==> src/rtl/aes_pkg.sv <==
// Shared AES definitions used by the multi-channel selector buffer/checker:
// sparse selector encodings, selector width helper and checker FSM states.
package aes_pkg;

  // Eight 6-bit codes with pairwise Hamming distance >= 3 (a coset of a
  // shortened [6,3,3] code, offset so that neither all-zero nor all-one is used).
  localparam logic [7:0][5:0] SelEncTable = {
    6'b101110, 6'b100101, 6'b111011, 6'b110000,
    6'b001000, 6'b000011, 6'b011101, 6'b010110
  };

  localparam logic [5:0] MUX2_SEL_0 = SelEncTable[0];
  localparam logic [5:0] MUX2_SEL_1 = SelEncTable[1];
  localparam logic [5:0] MUX3_SEL_2 = SelEncTable[2];
  localparam logic [5:0] MUX4_SEL_3 = SelEncTable[3];
  localparam logic [5:0] MUX6_SEL_4 = SelEncTable[4];
  localparam logic [5:0] MUX6_SEL_5 = SelEncTable[5];

  function automatic bit SelNumOk(input int num);
    return (num == 2) || (num == 3) || (num == 4) || (num == 6) || (num == 8);
  endfunction

  // All supported mux sizes share the full-width sparse code.
  function automatic int SelWidth(input int num);
    return SelNumOk(num) ? 6 : 0;
  endfunction

  typedef enum logic [5:0] {
    SEL_CHK_IDLE   = 6'b001110,
    SEL_CHK_ALERT  = 6'b110101,
    SEL_CHK_LOCKED = 6'b100011
  } sel_chk_fsm_e;

endpackage

==> src/rtl/aes_sel_chk_ch.sv <==
// One selector channel: per-bit buffer followed by a combinational check
// against the first Num sparse encodings.
module aes_sel_chk_ch
  import aes_pkg::*;
#(
  parameter int Num   = 4,
  parameter int Width = 6
) (
  input  logic [Width-1:0] sel_i,
  input  logic             vld_i,
  output logic [Width-1:0] sel_o,
  output logic             err_o
);

  localparam bit CfgOk = SelNumOk(Num) && (Width == SelWidth(Num));

  for (genvar b = 0; b < Width; b++) begin : g_buf
    prim_buf #(.Width(1)) u_buf (
      .in_i (sel_i[b]),
      .out_o(sel_o[b])
    );
  end

  if (CfgOk) begin : g_chk
    logic match;

    // The buffered value is checked so a fault between buffer and mux is seen.
    always_comb begin
      match = 1'b0;
      for (int i = 0; i < Num; i++) begin
        if (sel_o == SelEncTable[i][Width-1:0]) match = 1'b1;
      end
    end

    assign err_o = vld_i & ~match;
  end else begin : g_bad_cfg
    $error("aes_sel_chk_ch: unsupported Num or Width != SelWidth(Num)");
    assign err_o = vld_i;
  end

endmodule

==> src/rtl/prim_buf.sv <==
// Buffer primitive; technology libraries replace this with a size-only cell.
module prim_buf #(
  parameter int Width = 1
) (
  input  logic [Width-1:0] in_i,
  output logic [Width-1:0] out_o
);

  assign out_o = in_i;

endmodule

==> src/rtl/aes_sel_buf_chk_multi.sv <==
// Multi-channel sparse selector buffer/checker with sticky status, saturating
// error counter and fatal alert handshake. AES_SEL_CHK_CAPTURE_EN builds first-error capture.
module aes_sel_buf_chk_multi
  import aes_pkg::*;
#(
  parameter int NumCh    = 4,
  parameter int Num      = 4,
  parameter int Width    = 6,
  parameter int CntWidth = 8,
  localparam int CapW    = (NumCh > 1) ? $clog2(NumCh) : 1
) (
  input  logic                   clk_i,
  input  logic                   rst_ni,
  input  logic [NumCh*Width-1:0] sel_i,
  input  logic [NumCh-1:0]       vld_i,
  output logic [NumCh*Width-1:0] sel_o,
  output logic [NumCh-1:0]       err_comb_o,
  output logic [NumCh-1:0]       err_sticky_o,
  output logic [CntWidth-1:0]    err_cnt_o,
  output logic                   alert_req_o,
  input  logic                   alert_ack_i,
  output logic [CapW-1:0]        cap_ch_o,
  output logic [Width-1:0]       cap_sel_o,
  output logic                   cap_vld_o
);

  function automatic logic [CntWidth-1:0] sat_inc(input logic [CntWidth-1:0] v);
    return (&v) ? v : v + CntWidth'(1);
  endfunction

  for (genvar c = 0; c < NumCh; c++) begin : g_ch
    aes_sel_chk_ch #(
      .Num  (Num),
      .Width(Width)
    ) u_ch (
      .sel_i(sel_i[c*Width +: Width]),
      .vld_i(vld_i[c]),
      .sel_o(sel_o[c*Width +: Width]),
      .err_o(err_comb_o[c])
    );
  end

  logic any_err;
  assign any_err = |err_comb_o;

  logic [NumCh-1:0]    err_sticky_q;
  logic [CntWidth-1:0] err_cnt_q;

  always_ff @(posedge clk_i) begin
    if (!rst_ni) begin
      err_sticky_q <= '0;
      err_cnt_q    <= '0;
    end else begin
      err_sticky_q <= err_sticky_q | err_comb_o;
      if (any_err) err_cnt_q <= sat_inc(err_cnt_q);
    end
  end

  assign err_sticky_o = err_sticky_q;
  assign err_cnt_o    = err_cnt_q;

  sel_chk_fsm_e state_q, state_d;

  always_ff @(posedge clk_i) begin
    if (!rst_ni) state_q <= SEL_CHK_IDLE;
    else         state_q <= state_d;
  end

  // LOCKED is terminal until reset; any corrupted state falls back to ALERT.
  always_comb begin
    state_d     = state_q;
    alert_req_o = 1'b0;
    unique case (state_q)
      SEL_CHK_IDLE: begin
        if (any_err) state_d = SEL_CHK_ALERT;
      end
      SEL_CHK_ALERT: begin
        alert_req_o = 1'b1;
        if (alert_ack_i) state_d = SEL_CHK_LOCKED;
      end
      SEL_CHK_LOCKED: begin
        state_d = SEL_CHK_LOCKED;
      end
      default: begin
        alert_req_o = 1'b1;
        state_d     = SEL_CHK_ALERT;
      end
    endcase
  end

`ifdef AES_SEL_CHK_CAPTURE_EN
  logic [CapW-1:0]  first_ch;
  logic [Width-1:0] first_sel;
  logic [CapW-1:0]  cap_ch_q;
  logic [Width-1:0] cap_sel_q;
  logic             cap_vld_q;

  // Descending scan so the lowest erroring index wins.
  always_comb begin
    first_ch  = '0;
    first_sel = '0;
    for (int c = NumCh - 1; c >= 0; c--) begin
      if (err_comb_o[c]) begin
        first_ch  = CapW'(c);
        first_sel = sel_o[c*Width +: Width];
      end
    end
  end

  always_ff @(posedge clk_i) begin
    if (!rst_ni) begin
      cap_ch_q  <= '0;
      cap_sel_q <= '0;
      cap_vld_q <= 1'b0;
    end else if (any_err && !cap_vld_q) begin
      cap_ch_q  <= first_ch;
      cap_sel_q <= first_sel;
      cap_vld_q <= 1'b1;
    end
  end

  assign cap_ch_o  = cap_ch_q;
  assign cap_sel_o = cap_sel_q;
  assign cap_vld_o = cap_vld_q;
`else
  assign cap_ch_o  = '0;
  assign cap_sel_o = '0;
  assign cap_vld_o = 1'b0;
`endif

endmodule
==> config.mk <==
export PLATFORM = sky130hd
export DESIGN_NAME = aes_sel_buf_chk_multi
export DESIGN_NICKNAME = d
export VERILOG_FILES = /design/src/rtl/aes_pkg.sv /design/src/rtl/aes_sel_chk_ch.sv /design/src/rtl/prim_buf.sv /design/src/rtl/aes_sel_buf_chk_multi.sv
export SDC_FILE = /design/constraint.sdc
export NUM_CORES = 1
export LEC_CHECK = 0
export BUFFER_PORTS_ARGS = -buffer_cell sky130_fd_sc_hd__clkbuf_2
export CAP_MARGIN = 20
export CORE_UTILIZATION = 45
export CTS_CLUSTER_DIAMETER = 30
export DETAILED_ROUTE_END_ITERATION = 10
export HOLD_SLACK_MARGIN = 0.08
export PLACE_DENSITY = 0.91
export SYNTH_ARGS = -nofsm -noshare
export SYNTH_HDL_FRONTEND = slang
export SYNTH_SLANG_ARGS = --single-unit
==> constraint.sdc <==
create_clock -name clk_i -period 2.7 [get_ports clk_i]
set_input_delay 0.27 -clock clk_i [delete_from_list [all_inputs] [get_ports clk_i]]
set_output_delay 0.27 -clock clk_i [all_outputs]
set_load 0.01 [all_outputs]
==> qor.yml, run 1 <==
power_and_ir_drop:
  power_density_nw_per_um2: 390
  leakagePower_nw: 0.707
  irDropWorstVdd_mv: 0.380
floorplan:
  dieArea_um2: 2990
  io-pin-count: 81
  core_area_um2: 2540
  fp-row-count: 18
  die_w_um: 54.7
  fp.dieH_um: 54.7
  initial_core_util: 0.491
critical_path:
  regToRegEndpoint: "err_cnt_o[7]$_SDFFE_PN0P_"
  rr_worst_depth: 7
  endpoint: "err_cnt_o[7]$_SDFFE_PN0P_"
  r2r-start: "err_cnt_o[0]$_SDFFE_PN0P_"
  r2r_slack_ns: 0.99
  crit_start: "err_cnt_o[0]$_SDFFE_PN0P_"
  critPathArrivalTime_ns: 1.92
  crit_type: "reg -> reg"
  worstSetupStartpointType: "flip-flop"
  crit_required_ns: 2.92
  endpoint_kind: "flip-flop"
  crit_path_max_fanout: 11
detailed_routing:
  vias: 1144
  routed_wl_mm: 2.31
  drt_first_pass_iters: 4
  ant_nets: 0
  drt_iter0_markers: 18
  wl_per_cell_um: 9.93
  via_per_inst: 4.91
  drcViolationCount: 0
cts:
  clk_path_buf_depth: 2
  root_buffer: "clkbuf_4"
  htreeDepth: 1
  clock_latency_ns: 0.28
  clock-sinks: 17
  cts_hold_buf: 0
  post-cts-setup-buffer-count: 0
  clkSlewWorstSetupHoldPaths_ns: 0.09
  cts_buffers: 3
  cts_resized: 0
  tritoncts: "built"
global_route:
  grt_antenna_before_repair: 0
  grt_max_degree: 12
  grt_first_pass_wirelength_mm: 3.51
  grt_pass1_vias: 892
  grt_use_total: 0.161
  grt_overflow_total: 0
synth:
  ys_warn_count: 0
  ys_seq_elements: 17
  syn_area_um2: 1250
  yosysSeqAreaShare: 0.273
  netlist_instances: 158
  syn_avg_cell_area_um2: 7.90
  synth.distinct_cells: 33
cells_and_area:
  instances_no_fill: 233
  nNetsFinal: 236
  fill_cells: 273
  stdcell_area_um2: 1410
  final_layout_size_suffix_gt1_frac: 0.399
  diodes: 0
  area_growth_pct: 13.1
  fin_util: 0.555
timing:
  hold_viol: 0
  setup_slack_ns: 0.995
  fmax_ghz: 0.586
  skew_ns: 0.00119
  finalSetupViolations: 0
  fin_crit_sh: 0.632
  fin_setup_tns_ns: 0
  finalCriticalPeriod_ns: 1.71
  rsz0062_at_grt: "no"
  maxSlewViolCount: 0
place:
  placed_cell_area_um2: 1390
  hpwl_mm: 1.97
  port_buffers: 71
  placed_cells: 229
  pre_cts_ws_ns: 0.792
  gp_congestion: 0.768
flow_run:
  drv_cap: 0
hold_path:
  holdCritPathClass: "in -> reg"
outcome:
  outcome: "complete, no violations"
[worst max-delay path, cell delays in order, from the launching register on]
cell,delay [ns]
dfxtp_1,0.37
ha_1,0.22
and3_1,0.19
nand3_1,0.11
o41ai_2,0.08
buf_4,0.18
or3_1,0.35
a21oi_1,0.14
[how the worst min path moves through the flow]
stage,startpoint,endpoint,slack [ns],depth (start not counted)
global placement,err_sticky_o[0]$_SDFF_PN0_,err_sticky_o[0]$_SDFF_PN0_,0.45,2
floorplan,alert_ack_i,state_q[2]$_SDFFE_PN1P_,0.49,3
detailed placement,err_sticky_o[0]$_SDFF_PN0_,err_sticky_o[0]$_SDFF_PN0_,0.46,2
finish,alert_ack_i,state_q[2]$_SDFFE_PN1P_,0.30,4
global route,rst_ni,state_q[1]$_SDFFE_PN1P_,0.29,2
CTS,alert_ack_i,state_q[2]$_SDFFE_PN1P_,0.30,4
[layer usage]
layer | GRT usage | vias up | routed length (µm)
li1 | - | 600 | -
met5 | 0 | - | 0
met2 | 0.283 | 48 | 1150
met4 | 0.0641 | 0 | 13
met1 | 0.180 | 494 | 940
met3 | 0.0444 | 2 | 208
[through the flow]
step	power [mW]	hold WS, ns
after CTS	0.560	0.295
after floorplan	0.397	0.489
after global routing	0.595	0.293
after global placement	0.423	0.449
final	0.551	0.300
after detailed placement	0.427	0.463
[Yosys cell counts, drive strengths merged]
cell type   n  area share
a21oi       5       0.020
a221oi      3       0.036
a31oi       1      0.0050
a32o        1      0.0080
a32oi       1      0.0070
and2        1      0.0050
and3        5       0.029
and3b       1      0.0070
buf        38        0.23
clkbuf      1      0.0030
clkinv      1      0.0030
conb        1      0.0030
dfxtp      17        0.27
ha          1       0.010
inv         5       0.015
mux2i       4       0.032
nand2      13       0.039
nand2b      1      0.0050
nand3       8       0.032
nor2       12       0.036
nor2b       2       0.010
nor3        3       0.012
nor3b       9       0.054
nor4        1       0.010
o211ai      1      0.0060
o21ai      12       0.048
o41ai       1       0.013
or2         3       0.015
or3         5       0.025
xnor2       1      0.0070
[cells in the final DEF (no fill, tap or decap), drive strengths merged, types with 2 or more instances in the layout]
cell type	n
a21oi	5
a221oi	3
and3	5
clkbuf	75
conb	9
dfxtp	17
inv	5
mux2i	4
nand2	13
nand3	8
nor2	12
nor2b	2
nor3	3
nor3b	9
o21ai	12
or2	3
or3	5
[layout make-up]
cell class | count | area [µm²] | area share
Sequential cell | 17 | 340 | 0.241
Timing Repair Buffer | 72 | 363 | 0.257
Inverter | 6 | 22.5 | 0.0159
Clock buffer | 4 | 26.3 | 0.0186
Tap cell | 30 | 37.5 | 0.0266
Multi-Input combinational cell | 104 | 623 | 0.441
[report_power, final]
| part | internal [mW] | switching, mW | total (mW) |
|---|---|---|---|
| combinational | 0.0634 | 0.0795 | 0.143 |
| clock | 0.0574 | 0.0746 | 0.132 |
| sequential | 0.265 | 0.0120 | 0.277 |
| total | 0.385 | 0.166 | 0.551 |
[cells by family (layout without fill, tap and decap cells)]
logic type | count (synthesis) | in the layout | synth area share
flops | 17 | 17 | 0.273
xor+xnor | 1 | 1 | 0.00702
simple gates | 64 | 64 | 0.280
fa+ha+maj | 1 | 1 | 0.0100
mux | 4 | 4 | 0.0321
compound gates | 25 | 25 | 0.143
buf+inv | 45 | 82 | 0.253
other cells | 1 | 9 | 0.00300
[flip-flops by register name, indices dropped and copies added, names as in the netlist]
register,count
err_cnt_o,8
state_q,5
err_sticky_o,4
(Power assumes the default switching activity.)
==> run 2, diff against run 1 <==
--- a/config.mk
+++ b/config.mk
@@ -7,11 +7,11 @@
 export LEC_CHECK = 0
 export BUFFER_PORTS_ARGS = -buffer_cell sky130_fd_sc_hd__clkbuf_2
 export CAP_MARGIN = 20
-export CORE_UTILIZATION = 45
+export CORE_UTILIZATION = 42
 export CTS_CLUSTER_DIAMETER = 30
 export DETAILED_ROUTE_END_ITERATION = 10
 export HOLD_SLACK_MARGIN = 0.08
-export PLACE_DENSITY = 0.91
+export PLACE_DENSITY = 0.86
 export SYNTH_ARGS = -nofsm -noshare
 export SYNTH_HDL_FRONTEND = slang
 export SYNTH_SLANG_ARGS = --single-unit
==> constraint.sdc (replaced) <==
create_clock -name clk_i -period 1.78 [get_ports clk_i]
set_input_delay 0.178 -clock clk_i [delete_from_list [all_inputs] [get_ports clk_i]]
set_output_delay 0.178 -clock clk_i [all_outputs]
set_load 0.01 [all_outputs]
==> run 2 against run 1 <==
Effect of this change:
- maximum frequency up 4.2%
- combinational power up 57%
- clock-buffer cell count down 1
- cell count up 1.7%
- die area up 6.9%
- core utilization down 3.8 points
- via count about the same
- final area up 1.9%
- clock power up 57%
- setup slack worse by 0.85 ns
- clock skew up 0.0027 ns
- critical path type unchanged
==> qor.yml, run 2 (synthesis gave the netlist of run 1 again) <==
power_and_ir_drop:
  power_density_nw_per_um2: 591  # was 390 nW/µm²
  irDropWorstVdd_mv: 0.494  # was 0.380 mV
  clock_power_share: 0.244  # was 0.239
  power_switching_mw: 0.263  # was 0.166 mW
  leakagePower_nw: 0.725  # was 0.707 nW
  p_int_mw: 0.587  # was 0.385 mW
  seqPwrFrac: 0.493  # was 0.502
  p_sw_frac: 0.310  # was 0.301
  p_comb_frac: 0.263  # was 0.259
critical_path:
  path_cells: "ha_1, and3_1, nand3_1, o41ai_2, buf_4, or3_1, a21oi_1"  # unchanged
  r2r-start: "err_cnt_o[0]$_SDFFE_PN0P_"  # unchanged
  crit_type: "reg -> reg"  # unchanged
  crit_path_max_fanout: 11  # unchanged
  crit_required_ns: 2.01  # was 2.92 ns
  worst_path_max_delay_cell: "dfxtp_2"  # was dfxtp_1
  endpoint_kind: "flip-flop"  # unchanged
  max_stage_delay_ns: 0.36  # was 0.37 ns
  worstSetupStartpointType: "flip-flop"  # unchanged
  critPathArrivalTime_ns: 1.87  # was 1.92 ns
  crit_start: "err_cnt_o[0]$_SDFFE_PN0P_"  # unchanged
flow_run:
  drv_cap: 0  # unchanged
detailed_routing:
  vias: 1145  # was 1,144
  routed_wl_mm: 2.31  # about the same
  drt_first_pass_iters: 4  # unchanged
  drt_iter0_markers: 23  # was 18
  via_per_inst: 4.83  # was 4.91
  wl_per_cell_um: 9.74  # was 9.93 µm
  ant_nets: 0  # unchanged
  drcViolationCount: 0  # unchanged
global_route:
  grt_max_degree: 12  # unchanged
  grt_first_pass_wirelength_mm: 3.60  # was 3.51 mm
  grt_antenna_before_repair: 0  # unchanged
  grt_pass1_vias: 880  # was 892
  grt_use_total: 0.142  # was 0.161
  grt_overflow_total: 0  # unchanged
cells_and_area:
  final_layout_size_suffix_gt1_frac: 0.417  # was 0.399
  fin_util: 0.517  # was 0.555
  nNetsFinal: 239  # was 236
  area_growth_pct: 15.2  # was 13.1%
  multiInputGateArea_um2: 623  # unchanged
  instances_no_fill: 237  # was 233
  area.sequential_um2: 342  # was 340 µm²
  final_cell_mix: "71 x clkbuf_2, 16 x dfxtp_1, 13 x nand2_1"  # was 71 x clkbuf_2, 17 x dfxtp_1, 13 x nand2_1
  fill_cells: 269  # was 273
  stdcell_area_um2: 1440  # was 1410 µm²
  final_common_cell: "clkbuf_2"  # unchanged
  largest_reg_flops: 8  # unchanged
  diodes: 0  # unchanged
timing:
  hold_viol: 0  # unchanged
  fin_setup_tns_ns: 0  # unchanged
  maxSlewViolCount: 0  # unchanged
  rsz0062_at_grt: "no"  # unchanged
  fmax_ghz: 0.611  # was 0.586 GHz
  skew_ns: 0.00386  # was 0.00119 ns
  fin_crit_sh: 0.920  # was 0.632
  finalSetupViolations: 0  # unchanged
  finalCriticalPeriod_ns: 1.64  # was 1.71 ns
hold_path:
  holdCritPathClass: "in -> reg"  # unchanged
  holdCritStartpoint: "alert_ack_i"  # unchanged
floorplan:
  fp-row-count: 19  # was 18
  core_area_um2: 2780  # was 2540 µm²
  initial_core_util: 0.449  # was 0.491
  dieArea_um2: 3200  # was 2990 µm²
  fp.dieH_um: 56.5  # was 54.7 µm
  die_w_um: 56.5  # was 54.7 µm
  io-pin-count: 81  # unchanged
cts:
  htreeDepth: 1  # unchanged
  root_buffer: "clkbuf_4"  # unchanged
  cts_resized: 0  # unchanged
  clkSlewWorstSetupHoldPaths_ns: 0.10  # was 0.09 ns
  post-cts-setup-buffer-count: 0  # unchanged
  tritoncts: "built"  # unchanged
  cts_hold_buf: 0  # unchanged
  clock_latency_ns: 0.29  # was 0.28 ns
  clk_path_buf_depth: 2  # unchanged
  clock-sinks: 17  # unchanged
  cts_buffers: 3  # unchanged
place:
  hpwl_mm: 1.93  # was 1.97 mm
  placed_cells: 233  # was 229
  gp_congestion: 0.761  # was 0.768
  port_buffers: 71  # unchanged
  placed_cell_area_um2: 1410  # was 1390 µm²
outcome:
  outcome: "complete, no violations"  # unchanged
-- run 2: layer usage --
metal / GRT usage / wire (µm) / vias up
met5: 0 / 0 / -
met4: 0.0314 / 10 / 0
met3: 0.0576 / 241 / 2
met2: 0.222 / 1060 / 56
met1: 0.182 / 997 / 481
li1: - / - / 606
-- run 2: area by class of cell --
type / count / area share
repair buffers: 75 / 0.268
flip-flops and latches: 17 / 0.237
clock inverters: 1 / 0.00348
clock buffers: 3 / 0.0157
well taps: 31 / 0.0270
multi-input cells: 104 / 0.433
inverters: 6 / 0.0157
-- run 2: final timing paths --
path | end | slack [ns] | cells after the start
worst max-delay path | err_cnt_o[7]$_SDFFE_PN0P_ | 0.14 | 7
worst min-delay path | state_q[2]$_SDFFE_PN1P_ | 0.20 | 4
worst max register to register | err_cnt_o[7]$_SDFFE_PN0P_ | 0.14 | 7
worst min register to register | err_sticky_o[3]$_SDFF_PN0_ | 0.47 | 2
-- run 2: power by group through the flow --
stage	logic (mW)	clock network (mW)	registers (mW)
after global placement	0.222	0	0.426
after global routing	0.250	0.238	0.422
after floorplan	0.170	0	0.432
after detailed placement	0.226	0	0.428
after CTS	0.227	0.219	0.419
final	0.224	0.207	0.419
-- run 2: critical path, delay by kind of cell, from the launching register on --
kind            cells  cell delay [ns]
simple gates        3             0.63
flops               1             0.36
buf+inv             1             0.18
compound gates      2             0.21
fa+ha+maj           1             0.21
-- run 2: through the flow --
| step | hold WS [ns] | setup slack [ns] | total power [mW] |
|---|---|---|---|
| floorplan | 0.397 | 0.236 | 0.602 |
| global placement | 0.448 | 0.0290 | 0.649 |
| detailed placement | 0.460 | -0.0310 | 0.654 |
| CTS | 0.193 | 0.119 | 0.865 |
| global route | 0.203 | 0.0297 | 0.910 |
| finish | 0.201 | 0.143 | 0.850 |
